File: src/rtl/wb_stage_pkg.sv
// wb_stage_pkg: shared definitions for the writeback stage.
//   - default widths and the starvation limit
//   - index of the hard-wired zero register
//   - arbitration winner encoding
//   - saturating increment helper for the starvation counter
package wb_stage_pkg;

  localparam int WB_DATA_WIDTH    = 32;
  localparam int WB_RD_WIDTH      = 5;
  localparam int WB_STARVE_LIMIT  = 4;
  // Wide enough for any starvation limit in 1..15.
  localparam int STARVE_CNT_WIDTH = 4;
  // Register 0 is hard-wired to zero; it is never written and never busy.
  localparam int REG_ZERO         = 0;

  typedef enum logic [1:0] {
    WIN_NONE = 2'd0,
    WIN_ALU  = 2'd1,
    WIN_LONG = 2'd2
  } wb_winner_e;

  // Increment that stops at the given limit.
  function automatic logic [STARVE_CNT_WIDTH-1:0] starve_inc(
    input logic [STARVE_CNT_WIDTH-1:0] cnt,
    input logic [STARVE_CNT_WIDTH-1:0] limit
  );
    if (cnt < limit) begin
      starve_inc = cnt + {{(STARVE_CNT_WIDTH-1){1'b0}}, 1'b1};
    end else begin
      starve_inc = limit;
    end
  endfunction

endpackage

File: src/rtl/wb_scoreboard.sv
// wb_scoreboard: per-register busy bits for outstanding long-latency ops.
// Ports:
//   clk, rst            clock, asynchronous active-high reset
//   issue_long/issue_rd DEC issues a long-latency op to issue_rd
//   clr_valid/clr_rd    long result accepted for clr_rd (frees the register)
//   rs1, rs2            DEC source indices
//   dec_stall           RAW hazard on rs1/rs2 or WAW hazard on issue_rd
module wb_scoreboard
  import wb_stage_pkg::*;
#(
  parameter int RD_WIDTH = WB_RD_WIDTH
) (
  input  logic                clk,
  input  logic                rst,
  input  logic                issue_long,
  input  logic [RD_WIDTH-1:0] issue_rd,
  input  logic                clr_valid,
  input  logic [RD_WIDTH-1:0] clr_rd,
  input  logic [RD_WIDTH-1:0] rs1,
  input  logic [RD_WIDTH-1:0] rs2,
  output logic                dec_stall
);

  localparam int NUM_REGS = 1 << RD_WIDTH;
  localparam logic [RD_WIDTH-1:0] RD_ZERO = RD_WIDTH'(REG_ZERO);

  logic [NUM_REGS-1:0] busy_r;
  logic [NUM_REGS-1:0] busy_nxt_s;
  logic                stall_s;
  logic                set_s;

  // Hazard lookup; an issue is only real when DEC is not stalled.
  always_comb begin
    stall_s = busy_r[rs1] | busy_r[rs2] | (issue_long & busy_r[issue_rd]);
    set_s   = issue_long & ~stall_s & (issue_rd != RD_ZERO);
  end

  // Next busy vector: set beats clear on the same index, bit 0 stays clear.
  always_comb begin
    for (int i = 0; i < NUM_REGS; i++) begin
      if (i == REG_ZERO) begin
        busy_nxt_s[i] = 1'b0;
      end else if (set_s && (issue_rd == RD_WIDTH'(i))) begin
        busy_nxt_s[i] = 1'b1;
      end else if (clr_valid && (clr_rd == RD_WIDTH'(i))) begin
        busy_nxt_s[i] = 1'b0;
      end else begin
        busy_nxt_s[i] = busy_r[i];
      end
    end
  end

  // Busy vector register.
  always_ff @(posedge clk or posedge rst) begin
    if (rst) begin
      busy_r <= {NUM_REGS{1'b0}};
    end else begin
      busy_r <= busy_nxt_s;
    end
  end

  assign dec_stall = stall_s;

endmodule

File: src/rtl/wb_stage.sv
// wb_stage: writeback stage in front of the general purpose register file.
// Ports:
//   cpu_clk, cpu_rst          clock, asynchronous active-high reset
//   alu_*                     single-cycle ALU result (valid/rd/data/ready)
//   long_*                    long-latency result, held until accepted
//   issue_long, issue_rd      DEC issue of a long-latency op
//   rs1_dec, rs2_dec          DEC source indices
//   gprs_data1/2              raw register-file read data
//   src1_data, src2_data      operands with the in-flight WB value bypassed
//   dec_stall                 DEC hazard stall
//   wr_valid, rd_wb, wr_data  registered register-file write port
module wb_stage
  import wb_stage_pkg::*;
#(
  parameter int DATA_WIDTH   = WB_DATA_WIDTH,
  parameter int RD_WIDTH     = WB_RD_WIDTH,
  parameter int STARVE_LIMIT = WB_STARVE_LIMIT
) (
  input  logic                  cpu_clk,
  input  logic                  cpu_rst,
  input  logic                  alu_valid,
  input  logic [RD_WIDTH-1:0]   alu_rd,
  input  logic [DATA_WIDTH-1:0] alu_data,
  output logic                  alu_ready,
  input  logic                  long_valid,
  input  logic [RD_WIDTH-1:0]   long_rd,
  input  logic [DATA_WIDTH-1:0] long_data,
  output logic                  long_ready,
  input  logic                  issue_long,
  input  logic [RD_WIDTH-1:0]   issue_rd,
  input  logic [RD_WIDTH-1:0]   rs1_dec,
  input  logic [RD_WIDTH-1:0]   rs2_dec,
  input  logic [DATA_WIDTH-1:0] gprs_data1,
  input  logic [DATA_WIDTH-1:0] gprs_data2,
  output logic [DATA_WIDTH-1:0] src1_data,
  output logic [DATA_WIDTH-1:0] src2_data,
  output logic                  dec_stall,
  output logic                  wr_valid,
  output logic [RD_WIDTH-1:0]   rd_wb,
  output logic [DATA_WIDTH-1:0] wr_data
);

  localparam logic [STARVE_CNT_WIDTH-1:0] STARVE_MAX = STARVE_CNT_WIDTH'(STARVE_LIMIT);
  localparam logic [RD_WIDTH-1:0]         RD_ZERO    = RD_WIDTH'(REG_ZERO);

  logic [STARVE_CNT_WIDTH-1:0] starve_cnt_r;
  logic                        alu_ready_s;
  logic                        long_ready_s;
  wb_winner_e                  winner_s;
  logic [RD_WIDTH-1:0]         win_rd_s;
  logic [DATA_WIDTH-1:0]       win_data_s;
  logic                        long_acc_s;

  // Arbitration: ALU has priority until the long source has lost STARVE_LIMIT times in a row.
  always_comb begin
    if ((starve_cnt_r == STARVE_MAX) && long_valid) begin
      alu_ready_s  = 1'b0;
      long_ready_s = 1'b1;
    end else begin
      alu_ready_s  = 1'b1;
      long_ready_s = ~alu_valid;
    end
  end

  // Winner selection from the handshakes.
  always_comb begin
    if (alu_valid && alu_ready_s) begin
      winner_s = WIN_ALU;
    end else if (long_valid && long_ready_s) begin
      winner_s = WIN_LONG;
    end else begin
      winner_s = WIN_NONE;
    end
  end

  // Winner result mux.
  always_comb begin
    case (winner_s)
      WIN_ALU: begin
        win_rd_s   = alu_rd;
        win_data_s = alu_data;
      end
      WIN_LONG: begin
        win_rd_s   = long_rd;
        win_data_s = long_data;
      end
      default: begin
        win_rd_s   = RD_ZERO;
        win_data_s = {DATA_WIDTH{1'b0}};
      end
    endcase
  end

  assign long_acc_s = (winner_s == WIN_LONG);

  // Starvation counter: counts consecutive lost cycles of a waiting long result.
  always_ff @(posedge cpu_clk or posedge cpu_rst) begin
    if (cpu_rst) begin
      starve_cnt_r <= {STARVE_CNT_WIDTH{1'b0}};
    end else if (long_valid && !long_ready_s) begin
      starve_cnt_r <= starve_inc(starve_cnt_r, STARVE_MAX);
    end else begin
      starve_cnt_r <= {STARVE_CNT_WIDTH{1'b0}};
    end
  end

  // Writeback register; rd/data hold when nothing is accepted.
  always_ff @(posedge cpu_clk or posedge cpu_rst) begin
    if (cpu_rst) begin
      wr_valid <= 1'b0;
      rd_wb    <= RD_ZERO;
      wr_data  <= {DATA_WIDTH{1'b0}};
    end else if (winner_s != WIN_NONE) begin
      wr_valid <= (win_rd_s != RD_ZERO);
      rd_wb    <= win_rd_s;
      wr_data  <= win_data_s;
    end else begin
      wr_valid <= 1'b0;
      rd_wb    <= rd_wb;
      wr_data  <= wr_data;
    end
  end

  // Bypass: the register file only sees wr_data one edge later.
  always_comb begin
    if (wr_valid && (rd_wb == rs1_dec) && (rs1_dec != RD_ZERO)) begin
      src1_data = wr_data;
    end else begin
      src1_data = gprs_data1;
    end
    if (wr_valid && (rd_wb == rs2_dec) && (rs2_dec != RD_ZERO)) begin
      src2_data = wr_data;
    end else begin
      src2_data = gprs_data2;
    end
  end

  wb_scoreboard #(
    .RD_WIDTH (RD_WIDTH)
  ) u_scoreboard (
    .clk        (cpu_clk),
    .rst        (cpu_rst),
    .issue_long (issue_long),
    .issue_rd   (issue_rd),
    .clr_valid  (long_acc_s),
    .clr_rd     (long_rd),
    .rs1        (rs1_dec),
    .rs2        (rs2_dec),
    .dec_stall  (dec_stall)
  );

  assign alu_ready  = alu_ready_s;
  assign long_ready = long_ready_s;

endmodule

File: config.mk
export PLATFORM = sky130hd
export DESIGN_NAME = wb_stage
export DESIGN_NICKNAME = d
export VERILOG_FILES = /design/src/rtl/wb_stage_pkg.sv /design/src/rtl/wb_scoreboard.sv /design/src/rtl/wb_stage.sv
export SDC_FILE = /design/constraint.sdc
export NUM_CORES = 1
export LEC_CHECK = 0
export ABC_AREA = 1
export CORE_ASPECT_RATIO = 1.4
export CORE_MARGIN = 5
export CORE_UTILIZATION = 47
export CTS_BUF_LIST = sky130_fd_sc_hd__clkbuf_8
export DETAILED_ROUTE_END_ITERATION = 16
export PLACE_DENSITY = 0.95
export SLEW_MARGIN = 30
export SYNTH_ARGS = -nofsm -noshare
export SYNTH_HDL_FRONTEND = slang
export SYNTH_HIERARCHICAL = 1
export SYNTH_SLANG_ARGS = --single-unit
File: constraint.sdc
create_clock -name cpu_clk -period 3.9 [get_ports cpu_clk]
set_input_delay 0.78 -clock cpu_clk [delete_from_list [all_inputs] [get_ports cpu_clk]]
set_output_delay 0.78 -clock cpu_clk [all_outputs]
set_load 0.02 [all_outputs]
==> run summary, run 1 <==
DR vias/cell: 5.66
Final setup viols: 0
Setup repair after global routing missed its margin: false
Total clock buffers created by CTS: 9
Maximum level of the CTS H-tree: 3
Die width: 104 microns
Max FO, Critical Path: 12
Net Count, Synth: 1125
GR Util All Layers: 0.345
Crit path launch type: input port
Relative contribution of combinational cells to total power: 0.407
Antenna violations before repair: 0
I/O Buffers: 262
Drt total wl: 26300 microns
Worst Hold Margin: 0.472 ns
Tightest slew margin relative to the limit: 0.625
Floorplan row count: 48
Clock slew at reported path FFs: 0.08 ns
Part of the cycle the worst path needs: 0.970
Total half-perimeter wirelength after legalization and detailed placement: 20500 microns
DRC viols: 0
Commonest non-fill, non-tap cells in the layout: 446 x nand2_1, 262 x clkdlybuf4s50_1, 96 x nand3_1
DR vias: 7750
Power dissipated by switching net loads: 1.17 mW
Required time at the endpoint of the critical path: 3.12 ns
Switching share of power: 0.411
Fill cell instance count of the final layout: 987
Top cell type by total area after synthesis: dfrtp_1
Count of synthesis-stage warnings from yosys: 6
Final #Nets: 1374
CORE AREA: 12300 sq um
Final cell utilization of the core: 0.714
Average instance area after synthesis: 6.02 sq um
CTS root buf: clkbuf_8
TritonCTS clock tree: done
Ratio of cells with drive above 1 in the final layout: 0.0558
Final estimated routing congestion in global placement: 1.05
I/O Pins: 263
Sequential group share of total power: 0.365
Number of optimization iterations in the first detailed-route pass: 5
Total global routing overflow: 0
PnR Total Power: 2.85 mW
Non-filler instance count after layout: 1369
Flip-flop and latch count after synthesis: 73
Max Clock Skew: 0.0115 ns
Minimum clock period: 3.78 ns
Instance count after placement with tap cells included: 1353
Status: completed
Hold_buf cts: 0
Synthesized cell area: 5810 sq um
Postcts setup bufs: 0
Die height: 142 microns
First-pass GRT wire length: 40500 microns
Longest Clk Path Bufs: 2
Number of nets still failing antenna checks after routing: 0
Routed wirelength normalized by instance count: 19.2 microns
Share of Yosys cell area claimed by the top area cell type: 0.315
Seq/Total Area, Yosys: 0.315
Total power per unit cell area: 326 nW/um^2
Measured slew at the worst slew-check pin: 0.561 ns
Via count of the first global-routing pass: 7330
Count of routing violations after the opening detailed-route iteration: 673
Leak: 4.27 nW
Kind of end point of the critical path: primary output
Worst skew pair latency: 0.37 ns
Number of max-cap violations: 0
Fraction of power consumed by the clock network: 0.227
Most common library cell in the layout ignoring fill and taps: nand2_1
Type of the tightest min-delay check: reg -> reg
Area growth from synthesis to final layout: 50.7%
Data arrival time of the critical path: 3.00 ns
Crit Path Category: in -> out
F_max: 264 MHz
Count of different cell masters after synthesis: 32
Setup_tns: 0 ns
Pin count of the biggest net entering global routing: 34
P_int: 1.68 mW
Num Clock Sinks: 73
Initial cell density of the core: 0.474
Full die area: 14700 sq um
Post-CTS sizing: 0
Cell count after synthesis: 965
Biggest area contributors in the synthesized netlist: dfrtp_1 31%, nand2_1 29%, nand3_1 8.3%, nand4_1 6.9%, inv_1 4.8%
Final count of hold timing violations: 0
Antenna diode count: 0
Final max-slew violation count: 0
Peak VDD IR: 0.203 mV
==> worst max-delay path: stages <==
cell	delay, ns
clkdlybuf4s50_1	0.55
inv_1	0.20
or2_2	0.32
nand2_1	0.06
nand3_1	0.06
nand3_1	0.08
nand2_1	0.05
nand2_1	0.05
nand2_1	0.12
nor2_8	0.12
nand2_1	0.07
clkdlybuf4s50_1	0.54
==> layout make-up <==
class / count / area [sq um] / area share
multi-input cells: 756 / 3330 / 0.380
flip-flops and latches: 73 / 1830 / 0.209
inverters: 83 / 314 / 0.0359
clock inverters: 7 / 78.8 / 0.00901
well taps: 150 / 188 / 0.0214
clock buffers: 9 / 124 / 0.0142
repair buffers: 291 / 2890 / 0.330
==> flip-flops by register name, indices dropped and copies added, names as in the netlist <==
register             flops
starve_cnt_r             4
u_scoreboard/busy_r     31
wr_data                 32
rd_wb                    5
wr_valid                 1
==> cells in the mapped netlist, drive strengths merged <==
cell	count
a21oi	5
nand3	98
dfrtp	73
xor2	2
nand2	451
or2	1
o21bai	1
clkinv	1
nand4	64
nor2b	1
clkbuf	12
conb	1
xnor2	1
o211ai	4
nor2	69
o21ai	38
ha	2
buf	41
o22ai	4
nor3	14
inv	82
==> power by group through the flow <==
stage	Clock, mW	Sequential, mW	Combinational, mW
6_report	0.649	1.04	1.16
5_1_grt	0.682	1.05	1.25
4_1_cts	0.648	1.03	1.15
3_5_place_dp	0	1.05	1.14
3_3_place_gp	0	1.04	1.12
2_1_floorplan	0	1.02	0.581
==> kinds of logic (layout without fill, tap and decap cells) <==
| family | Yosys count | after routing | synth area share |
|---|---|---|---|
| simple gates | 698 | 698 | 0.514 |
| fa+ha+maj | 2 | 2 | 0.00431 |
| buf+inv | 136 | 390 | 0.114 |
| compound gates | 52 | 52 | 0.0478 |
| flops | 73 | 73 | 0.315 |
| other cells | 1 | 1 | 0.000646 |
| xor+xnor | 3 | 3 | 0.00453 |
==> worst paths after layout <==
kind	start	end	slack, ns	cells after the start
worst min register to register	starve_cnt_r[0]	starve_cnt_r[0]	0.47	1
max in group asynchronous	cpu_rst	wr_data[15]	2.49	3
worst max-delay path	rs1_dec[0]	dec_stall	0.12	12
worst max register to register	u_scoreboard/busy_r[15]	u_scoreboard/busy_r[16]	1.81	11
min in group asynchronous	cpu_rst	rd_wb[4]	0.67	2
worst min-delay path	starve_cnt_r[0]	starve_cnt_r[0]	0.47	1
==> through the flow <==
| stage | worst slack, ns | area, sq um |
|---|---|---|
| detailed placement | 0.163 | 8550 |
| finish | 0.118 | 8750 |
| global placement | 0.182 | 8550 |
| global route | 0.0254 | 8750 |
| CTS | 0.144 | 8750 |
| floorplan | 1.18 | 5810 |
==> metal layers <==
metal	up-vias	part of all wire	GRT usage	routed length [microns]
met5	-	0	0	0
met1	3540	0.35	0.391	9190
met4	0	0.065	0.186	1720
met2	499	0.49	0.600	12900
met3	122	0.095	0.0792	2510
li1	3589	-	-	-
No activity file was read; power rests on OpenSTA's default activity.
==> run 2, diff against run 1 <==
--- a/config.mk
+++ b/config.mk
@@ -7,11 +7,12 @@
 export LEC_CHECK = 0
 export ABC_AREA = 1
 export CORE_ASPECT_RATIO = 1.4
-export CORE_MARGIN = 5
+export CORE_MARGIN = 4
 export CORE_UTILIZATION = 47
 export CTS_BUF_LIST = sky130_fd_sc_hd__clkbuf_8
 export DETAILED_ROUTE_END_ITERATION = 16
 export PLACE_DENSITY = 0.95
+export SETUP_SLACK_MARGIN = 0.02
 export SLEW_MARGIN = 30
 export SYNTH_ARGS = -nofsm -noshare
 export SYNTH_HDL_FRONTEND = slang
==> run 2 against run 1 <==
  * Die area shrank 3.3%
  * Non-clock buffer count grew 1
  * Setup slack is essentially flat
  * Final cell count is essentially flat
  * Power shrank 1.5%
  * Core utilization grew 2.0 points
  * First-iteration DRC count shrank 5.3%
  * Largest power group unchanged
  * Highest routed layer unchanged
==> run summary, run 2 (synthesis gave the netlist of run 1 again) <==
Most common library cell in the layout ignoring fill and taps: nand2_1
Number of optimization iterations in the first detailed-route pass: 6
Peak VDD IR: 0.265 mV
Pin count of the biggest net entering global routing: 35
F_max: 264 MHz
Largest registers: wr_data: 32 flops, u_scoreboard/busy_r: 31 flops, rd_wb: 5 flops
Tightest slew margin relative to the limit: 0.619
Required time at the endpoint of the critical path: 3.12 ns
Setup ws final: 0.117 ns
Total half-perimeter wirelength after legalization and detailed placement: 21800 microns
Num Clock Sinks: 73
Area growth from synthesis to final layout: 51.0%
Setup repair after global routing missed its margin: false
Routed wirelength normalized by instance count: 20.6 microns
Crit Path Category: in -> out
M1 wire length: 9290 microns
Total global routing overflow: 0
Status: completed
Final max-slew violation count: 0
PnR Total Power: 2.81 mW
Antenna violations before repair: 3
Longest Clk Path Bufs: 2
Fraction of power consumed by the clock network: 0.207
Wire length on met3: 3190 microns
Final estimated routing congestion in global placement: 1.13
Die width: 102 microns
Part of the cycle the worst path needs: 0.970
Largest reg by FF count: wr_data
Data arrival time of the critical path: 3.00 ns
Setup_tns: 0 ns
TritonCTS clock tree: done
Max Clock Skew: 0.00699 ns
Clock slew at reported path FFs: 0.09 ns
Number of nets still failing antenna checks after routing: 0
I/O Pins: 263
Worst skew pair latency: 0.37 ns
P_int: 1.62 mW
DRC viols: 0
I/O Buffers: 262
Minimum clock period: 3.78 ns
Max FO, Critical Path: 32
Via count of the first global-routing pass: 7234
Type of the tightest min-delay check: reg -> reg
Final count of hold timing violations: 0
CORE AREA: 11900 sq um
Die height: 140 microns
Sequential group share of total power: 0.372
Kind of end point of the critical path: primary output
Full die area: 14200 sq um
Number of flip-flops under the largest register name: 32
CTS root buf: clkbuf_8
GR Util All Layers: 0.384
First-pass GRT wire length: 41300 microns
Drt total wl: 28200 microns
Ratio of cells with drive above 1 in the final layout: 0.0574
Highest routed layer: met4
Met2 wire length: 13600 microns
Floorplan row count: 47
Final setup viols: 0
Maximum level of the CTS H-tree: 3
Final #Nets: 1375
Total power per unit cell area: 321 nW/um^2
Placement Setup Slack: 0.133 ns
Number of max-cap violations: 0
Measured slew at the worst slew-check pin: 0.570 ns
Power dissipated by switching net loads: 1.19 mW
Crit path launch type: input port
Commonest non-fill, non-tap cells in the layout: 446 x nand2_1, 256 x clkdlybuf4s50_1, 96 x nand3_1
Leak: 4.32 nW
Switching share of power: 0.423
Count of routing violations after the opening detailed-route iteration: 637
DR vias: 7751
Total clock buffers created by CTS: 9
DR vias/cell: 5.66
Initial cell density of the core: 0.486
Relative contribution of combinational cells to total power: 0.420
run 2: what timing repair did:
item / CTS / global route
resized for setup: 0 / 9
buffers inserted: 0 / 0
hold buffers: 0 / 0
setup endpoints to repair: 0 / 32
run 2: final cells by class:
class	count	area, sq um
Fill cell	997	3170
Timing Repair Buffer	292	2920
Sequential cell	73	1830
Tap cell	147	184
Antenna cell	3	7.51
Clock inverter	7	61.3
Multi-Input combinational cell	756	3330
Inverter	83	314
Clock buffer	9	124
run 2: metal layers:
metal / GRT usage / vias to the layer above
li1: - / 3587
met1: 0.420 / 3532
met2: 0.636 / 509
met3: 0.110 / 123
met4: 0.254 / 0
met5: 0 / -
run 2: path summary, 6_finish.rpt:
path,slack (ns),depth (start not counted),from,end
max in group asynchronous,2.49,3,cpu_rst,wr_data[26]
worst max register to register,1.84,11,u_scoreboard/busy_r[15],u_scoreboard/busy_r[16]
worst min register to register,0.48,1,starve_cnt_r[0],starve_cnt_r[0]
worst max-delay path,0.12,9,rs2_dec[3],src2_data[30]
min in group asynchronous,0.68,2,cpu_rst,starve_cnt_r[3]
worst min-delay path,0.48,1,starve_cnt_r[0],starve_cnt_r[0]
run 2: critical path: stages:
cell,delay [ns]
clkdlybuf4s50_1,0.59
inv_1,0.06
nand2_1,0.06
nand2_1,0.08
nor3_4,0.26
buf_12,0.23
nand4_1,0.12
nand2_1,0.19
clkdlybuf4s50_1,0.64
run 2: through the flow:
stage	util	area, sq um	std cells	hold WS [ns]
after floorplan	-	5810	965	0.438
after global placement	0.716	8550	1351	0.458
after detailed placement	0.716	8550	1351	0.459
after CTS	0.732	8740	1367	0.472
after global routing	0.734	8770	1370	0.499
final	0.734	8770	1370	0.476
run 2: power groups by stage:
stage	Sequential (mW)	Combinational [mW]	Clock (mW)
finish	1.05	1.18	0.583
global route	1.05	1.27	0.620
CTS	1.04	1.16	0.587
detailed placement	1.05	1.15	0
global placement	1.05	1.14	0
floorplan	1.02	0.581	0
==> run 3, diff against run 2 <==
--- a/config.mk
+++ b/config.mk
@@ -13,7 +13,6 @@
 export DETAILED_ROUTE_END_ITERATION = 16
 export PLACE_DENSITY = 0.95
 export SETUP_SLACK_MARGIN = 0.02
-export SLEW_MARGIN = 30
 export SYNTH_ARGS = -nofsm -noshare
 export SYNTH_HDL_FRONTEND = slang
 export SYNTH_HIERARCHICAL = 1
==> results of run 3 <==
Same layout as run 2: the final DEF is identical, and so are final timing and power.
